[src/rtl/dcsk_mod_tx.sv]
// dcsk_mod_tx: DCSK modulator emitting a chaotic reference segment then its copy (bit=1) or inverse (bit=0) per information bit
//   Clk, N_Rst         : clock, asynchronous active-low reset
//   In_Data/In_Valid   : 32-bit word, sent MSB first; In_Ready high when idle
//   Spread_Factor_Sel  : 00->4, 01->8, 1x->16 chips per segment, latched on accept
//   Mod_Data/Mod_Valid : registered chip stream; Frame_Done pulses with the last chip
module dcsk_mod_tx #(
  parameter logic [15:0] SEED = 16'hACE1
) (
  input  logic        Clk,
  input  logic        N_Rst,
  input  logic [31:0] In_Data,
  input  logic        In_Valid,
  output logic        In_Ready,
  input  logic [1:0]  Spread_Factor_Sel,
  output logic        Mod_Data,
  output logic        Mod_Valid,
  output logic        Frame_Done
);
  localparam logic [15:0] SEED_EFF = (SEED == 16'h0000) ? 16'h0001 : SEED;
  typedef enum logic [1:0] {IDLE, REF, INFO} state_t;
  // state/cnt/bidx describe the chip currently on Mod_Data; the n* values
  // describe the chip loaded at the next edge, so outputs stay registered
  // while the first chip still appears right after the accepting edge.
  state_t      state, nstate;
  logic [3:0]  cnt, ncnt, sf_m1;
  logic [4:0]  bidx, nbidx;
  logic [31:0] word;
  logic [15:0] lfsr, ref_buf;
  logic        seg_end, fb;
  assign In_Ready = state == IDLE;
  assign seg_end  = cnt == sf_m1;
  assign fb       = lfsr[15] ^ lfsr[13] ^ lfsr[12] ^ lfsr[10];
  always_comb begin
    nstate = state;
    ncnt   = 4'd0;
    nbidx  = bidx;
    case (state)
      IDLE: begin
        nbidx = 5'd31;
        if (In_Valid) nstate = REF;
      end
      REF: begin
        if (seg_end) nstate = INFO;
        else ncnt = cnt + 4'd1;
      end
      INFO: begin
        if (!seg_end) ncnt = cnt + 4'd1;
        else if (bidx == 5'd0) nstate = IDLE;
        else begin
          nstate = REF;
          nbidx  = bidx - 5'd1;
        end
      end
      default: nstate = IDLE;
    endcase
  end
  always_ff @(posedge Clk or negedge N_Rst) begin
    if (!N_Rst) begin
      state      <= IDLE;
      cnt        <= 4'd0;
      bidx       <= 5'd31;
      sf_m1      <= 4'd3;
      word       <= 32'd0;
      lfsr       <= SEED_EFF;
      ref_buf    <= 16'd0;
      Mod_Data   <= 1'b0;
      Mod_Valid  <= 1'b0;
      Frame_Done <= 1'b0;
    end else begin
      state <= nstate;
      cnt   <= ncnt;
      bidx  <= nbidx;
      if (In_Ready && In_Valid) begin
        word  <= In_Data;
        sf_m1 <= Spread_Factor_Sel == 2'b00 ? 4'd3 : Spread_Factor_Sel == 2'b01 ? 4'd7 : 4'd15;
      end
      if (nstate == REF) begin
        ref_buf[ncnt] <= lfsr[15];
        lfsr          <= {lfsr[14:0], fb};
      end
      Mod_Valid  <= nstate != IDLE;
      Mod_Data   <= nstate == REF ? lfsr[15] : (nstate == INFO) && (ref_buf[ncnt] ^ ~word[nbidx]);
      Frame_Done <= nstate == INFO && ncnt == sf_m1 && nbidx == 5'd0;
    end
  end
endmodule
[config.mk]
export PLATFORM = sky130hd
export DESIGN_NAME = dcsk_mod_tx
export DESIGN_NICKNAME = d
export VERILOG_FILES = /design/src/rtl/dcsk_mod_tx.sv
export SDC_FILE = /design/constraint.sdc
export NUM_CORES = 1
export LEC_CHECK = 0
export BUFFER_PORTS_ARGS = -buffer_cell sky130_fd_sc_hd__buf_2
export CAP_MARGIN = 25
export CORE_ASPECT_RATIO = 0.75
export CORE_MARGIN = 5
export CORE_UTILIZATION = 45
export CTS_BUF_LIST = sky130_fd_sc_hd__clkbuf_2
export CTS_CLUSTER_DIAMETER = 30
export DETAILED_ROUTE_END_ITERATION = 8
export SKIP_LAST_GASP = 1
export SYNTH_ARGS = -nofsm -noshare
export SYNTH_HDL_FRONTEND = slang
export SYNTH_SLANG_ARGS = --single-unit
export TNS_END_PERCENT = 50
[constraint.sdc]
create_clock -name Clk -period 2.9 [get_ports Clk]
set_input_delay 0.145 -clock Clk [delete_from_list [all_inputs] [get_ports Clk]]
set_output_delay 0.145 -clock Clk [all_outputs]
set_load 0.01 [all_outputs]
==> results.md <==
* Nets at roughly 460
* Std cell rows at 29
* Worst Path Required at 3.32 ns
* Global-route usage over all layers at 0.157
* Maximum capacitance violations at 0
* Data arrival, critical path at roughly 3.2 ns
* Element type at the critical path end: flip-flop
* Count of vias placed by the detailed router at between 2000 and 3000
* Port-buffer cells at 40
* Hold Path Stages at 4
* EDFF count, synth at 0
* Layout Skew at slightly above 0.03 ns
* Number of failing hold endpoints at the final stage at 0
* Fraction of layout instances using a drive strength above 1 at 0.426
* Tmin final at around 2.8 ns
* Primary flip-flop cell chosen by synthesis mapping: sky130_fd_sc_hd__dfrtp_1
* Mean instance size in the synthesized netlist at approximately 12 um^2
* Post-Synthesis Cell Area at about 0.0039 mm^2
* H-tree Lvls at 3
* Worst Hold Endpoint: state[1]
* Share of the core filled with cells at 0.587
* Number of antenna repair diodes at 0
* TritonRoute pass-1 iters at 4
* Drt initial violations at 121
* Reg2Reg Setup Slack at 0.11 ns
* Initial cell density of the core at 0.463
* Synthesized Nets at between 300 and 400
* Via count of the first global-routing pass at between 2000 and 3000
* IO Pins at 41
* Transition time of the tightest slew-check pin at between 0.4 and 0.5 ns
* Clk sink count at 80
* Sum Neg Setup Slack at 0 ns
* Routed wire length at approximately 8.4 mm
* Synth-to-layout area growth at 26.7%
* Die area at between 0.01 and 0.015 mm^2
* Total global routing overflow at 0
* Clock latency at the later pin of the worst-skew pair at 0.53 ns
* Count of final max-slew check failures at 0
* Critical path start-end classification: flip-flop to flip-flop
* Startpoint of the worst hold path: In_Valid
* Part of the cycle the worst path needs at 0.963
* Peak supply drop at 0.544 mV
* Die Ht at 91.0 um
* Cell count of the worst reg-to-reg path at 14
* Maximum clock insertion buffer count at 2
* Run status: complete, no violations
* TritonCTS Buffers at 9
* Total power divided by cell area at roughly 850 mW/mm^2
* Slew margin rel. at 0.682
* Antenna Violating Nets Remaining at 0
* Number of distinct library cells after synthesis at 49
* Leakage power at about 2.3 nW
* Reg2Reg Launch Point: bidx[1]
* Global-route wire length before repair at approximately 14 mm
* Sequential cell area fraction in the yosys report at 0.513
* Count of warnings emitted by yosys at 0
* Standard cell core area at 0.00849 mm^2
* Reg-to-reg critical path endpoint: Mod_Data
* Largest net degree at the start of global routing at 81
* Fmax at approximately 0.36 GHz
* Number of vias per cell at 5.10
* Remaining DRCs at 0
* RSZ-0062 raised after global routing: no
* Worst setup SP type: flip-flop
* Die width at between 100 and 150 um
* Placement-stage cell area at 0.00435 mm^2
* Post-CTS clock slew at the launch and capture registers of the worst setup and hold paths at roughly 0.22 ns
* Synthesized netlist cell count at ~320
* Number of failing setup endpoints in the final timing report at 0
* Hpwl dp at roughly 5.8 mm
* Number of antenna violations at the first check in global routing at 0
* Worst Hold Class: input port to flip-flop
* Number of synthesized register bits at 80
* Post-route cell area at 0.00498 mm^2
* Average wire length per cell after detail routing at 15.7 um
* TritonCTS clock tree: done
* Fraction of registers with async set or reset after synthesis at 1.00
* Maximum net fanout on the critical path at 7
* Clock tree root buffer cell: sky130_fd_sc_hd__clkbuf_2
* Hold slack final at ~0.12 ns
* Global placement routability congestion at approximately 0.78
==> worst max-delay path by stage <==
stage | from | to | slack (ns)
floorplan | state[0] | Mod_Data | 0.24
global placement | state[0] | Mod_Data | 0.11
detailed placement | state[0] | Mod_Data | 0.03
CTS | state[0] | Mod_Data | 0.01
global route | bidx[1] | Mod_Data | 0.005
finish | bidx[1] | Mod_Data | 0.11
==> layout make-up <==
| type | count | area [um^2] |
|---|---|---|
| fillers | 704 | 3510 |
| flip-flops and latches | 80 | 2020 |
| clock inverters | 6 | 67.6 |
| repair buffers | 102 | 812 |
| well taps | 108 | 135 |
| multi-input cells | 216 | 1860 |
| clock buffers | 10 | 50.0 |
| inverters | 11 | 41.3 |
==> cell usage after synthesis (all sizes together) (2+ instances only) <==
cell | n | area share
nand4 | 2 | 0.0032
o21ai | 7 | 0.0089
mux4 | 3 | 0.017
clkbuf | 7 | 0.0067
o211ai | 2 | 0.0038
dfstp | 13 | 0.087
xnor2 | 10 | 0.026
o2111ai | 2 | 0.0045
or3 | 2 | 0.0032
inv | 11 | 0.010
nor4 | 2 | 0.0032
buf | 4 | 0.0073
a211oi | 2 | 0.0038
mux2i | 17 | 0.047
nor2b | 3 | 0.0048
and2 | 4 | 0.0064
nor3 | 4 | 0.0064
nand3 | 7 | 0.012
nand2b | 3 | 0.0048
nor2 | 19 | 0.022
dfrtp | 67 | 0.43
nand2 | 29 | 0.028
a21oi | 7 | 0.0089
mux2 | 67 | 0.19
and3 | 3 | 0.0048
ha | 6 | 0.019
or2 | 3 | 0.0048
==> power by group <==
group	switching, mW	total [mW]	leakage [nW]	internal (mW)
Sequential	0.272	1.86	0.967	1.59
Combinational	0.787	1.75	1.31	0.964
Clock	0.401	0.608	0.0689	0.207
==> routing by layer <==
metal  up-vias  GRT usage  part of all wire
li1       1320          -                 -
met1      1349      0.226              0.49
met2        36      0.234              0.47
met3        11     0.0410             0.031
met4         0     0.0449             0.013
met5         -          0                 0
==> state kept, by name (all words and copies together) (netlist names) <==
| register | flops |
|---|---|
| word | 32 |
| ref_buf | 16 |
| bidx | 5 |
| sf_m1 | 2 |
| cnt | 4 |
| state | 2 |
| Mod_Valid | 1 |
| Frame_Done | 1 |
| Mod_Data | 1 |
| lfsr | 16 |
==> cells by family (layout without fill, tap and decap cells) <==
family,count (synthesis),count (layout),synth area share
muxes,87,87,0.257
and+or+nand+nor,84,84,0.109
xor gates and xnor gates,10,10,0.0261
buffers and inverters,22,129,0.0245
DFF,80,80,0.513
adders and majority gates,6,6,0.0191
AOI/OAI and AO/OA,29,29,0.0509
==> critical path, stage by stage (launching register included) <==
cell and delay [ns]:
sky130_fd_sc_hd__dfstp_2 0.60, sky130_fd_sc_hd__inv_1 0.05, sky130_fd_sc_hd__ha_2 0.19, sky130_fd_sc_hd__nand2b_4 0.09
sky130_fd_sc_hd__nor3_4 0.05, sky130_fd_sc_hd__nor2_8 0.13, sky130_fd_sc_hd__buf_6 0.12, sky130_fd_sc_hd__mux2i_4 0.31
sky130_fd_sc_hd__buf_12 0.17, sky130_fd_sc_hd__mux2i_1 0.27, sky130_fd_sc_hd__mux2_2 0.20, sky130_fd_sc_hd__o211ai_1 0.08
sky130_fd_sc_hd__a32oi_1 0.23, sky130_fd_sc_hd__xnor2_1 0.14, sky130_fd_sc_hd__o21ai_1 0.07
==> metrics by stage <==
step	worst slack (ns)	total power, mW	cells
after global placement	0.109	3.54	471
after floorplan	0.238	3.11	318
after global routing	0.00529	4.53	533
after detailed placement	0.0330	3.60	471
after CTS	0.0116	4.25	522
final	0.108	4.22	533
==> cells in the final DEF (no fill, tap or decap), types with 3 or more instances in the layout <==
master and instances:
sky130_fd_sc_hd__mux2i_1 15, sky130_fd_sc_hd__ha_1 4, sky130_fd_sc_hd__mux2_2 66, sky130_fd_sc_hd__dfstp_2 13, sky130_fd_sc_hd__buf_4 23, sky130_fd_sc_hd__clkbuf_2 10, sky130_fd_sc_hd__nor2b_1 3, sky130_fd_sc_hd__dlygate4sd3_1 36
sky130_fd_sc_hd__a21oi_1 7, sky130_fd_sc_hd__nand3_1 6, sky130_fd_sc_hd__or2_2 3, sky130_fd_sc_hd__xnor2_1 8, sky130_fd_sc_hd__mux4_2 3, sky130_fd_sc_hd__nor3_1 3, sky130_fd_sc_hd__buf_2 39, sky130_fd_sc_hd__inv_1 10
sky130_fd_sc_hd__nand2_1 29, sky130_fd_sc_hd__and2_1 3, sky130_fd_sc_hd__nor2_1 18, sky130_fd_sc_hd__dfrtp_1 67, sky130_fd_sc_hd__and3_1 3, sky130_fd_sc_hd__o21ai_0 6
==> repair_timing <==
action	CTS	global route
hold endpoints to repair	101	5
resized for setup	1	8
endpoints found under the setup margin	1	1
pin swaps	0	3
hold buffers	35	1
gates cloned	0	1
setup buffers	0	8
No activity file was read; power rests on OpenSTA's default activity.
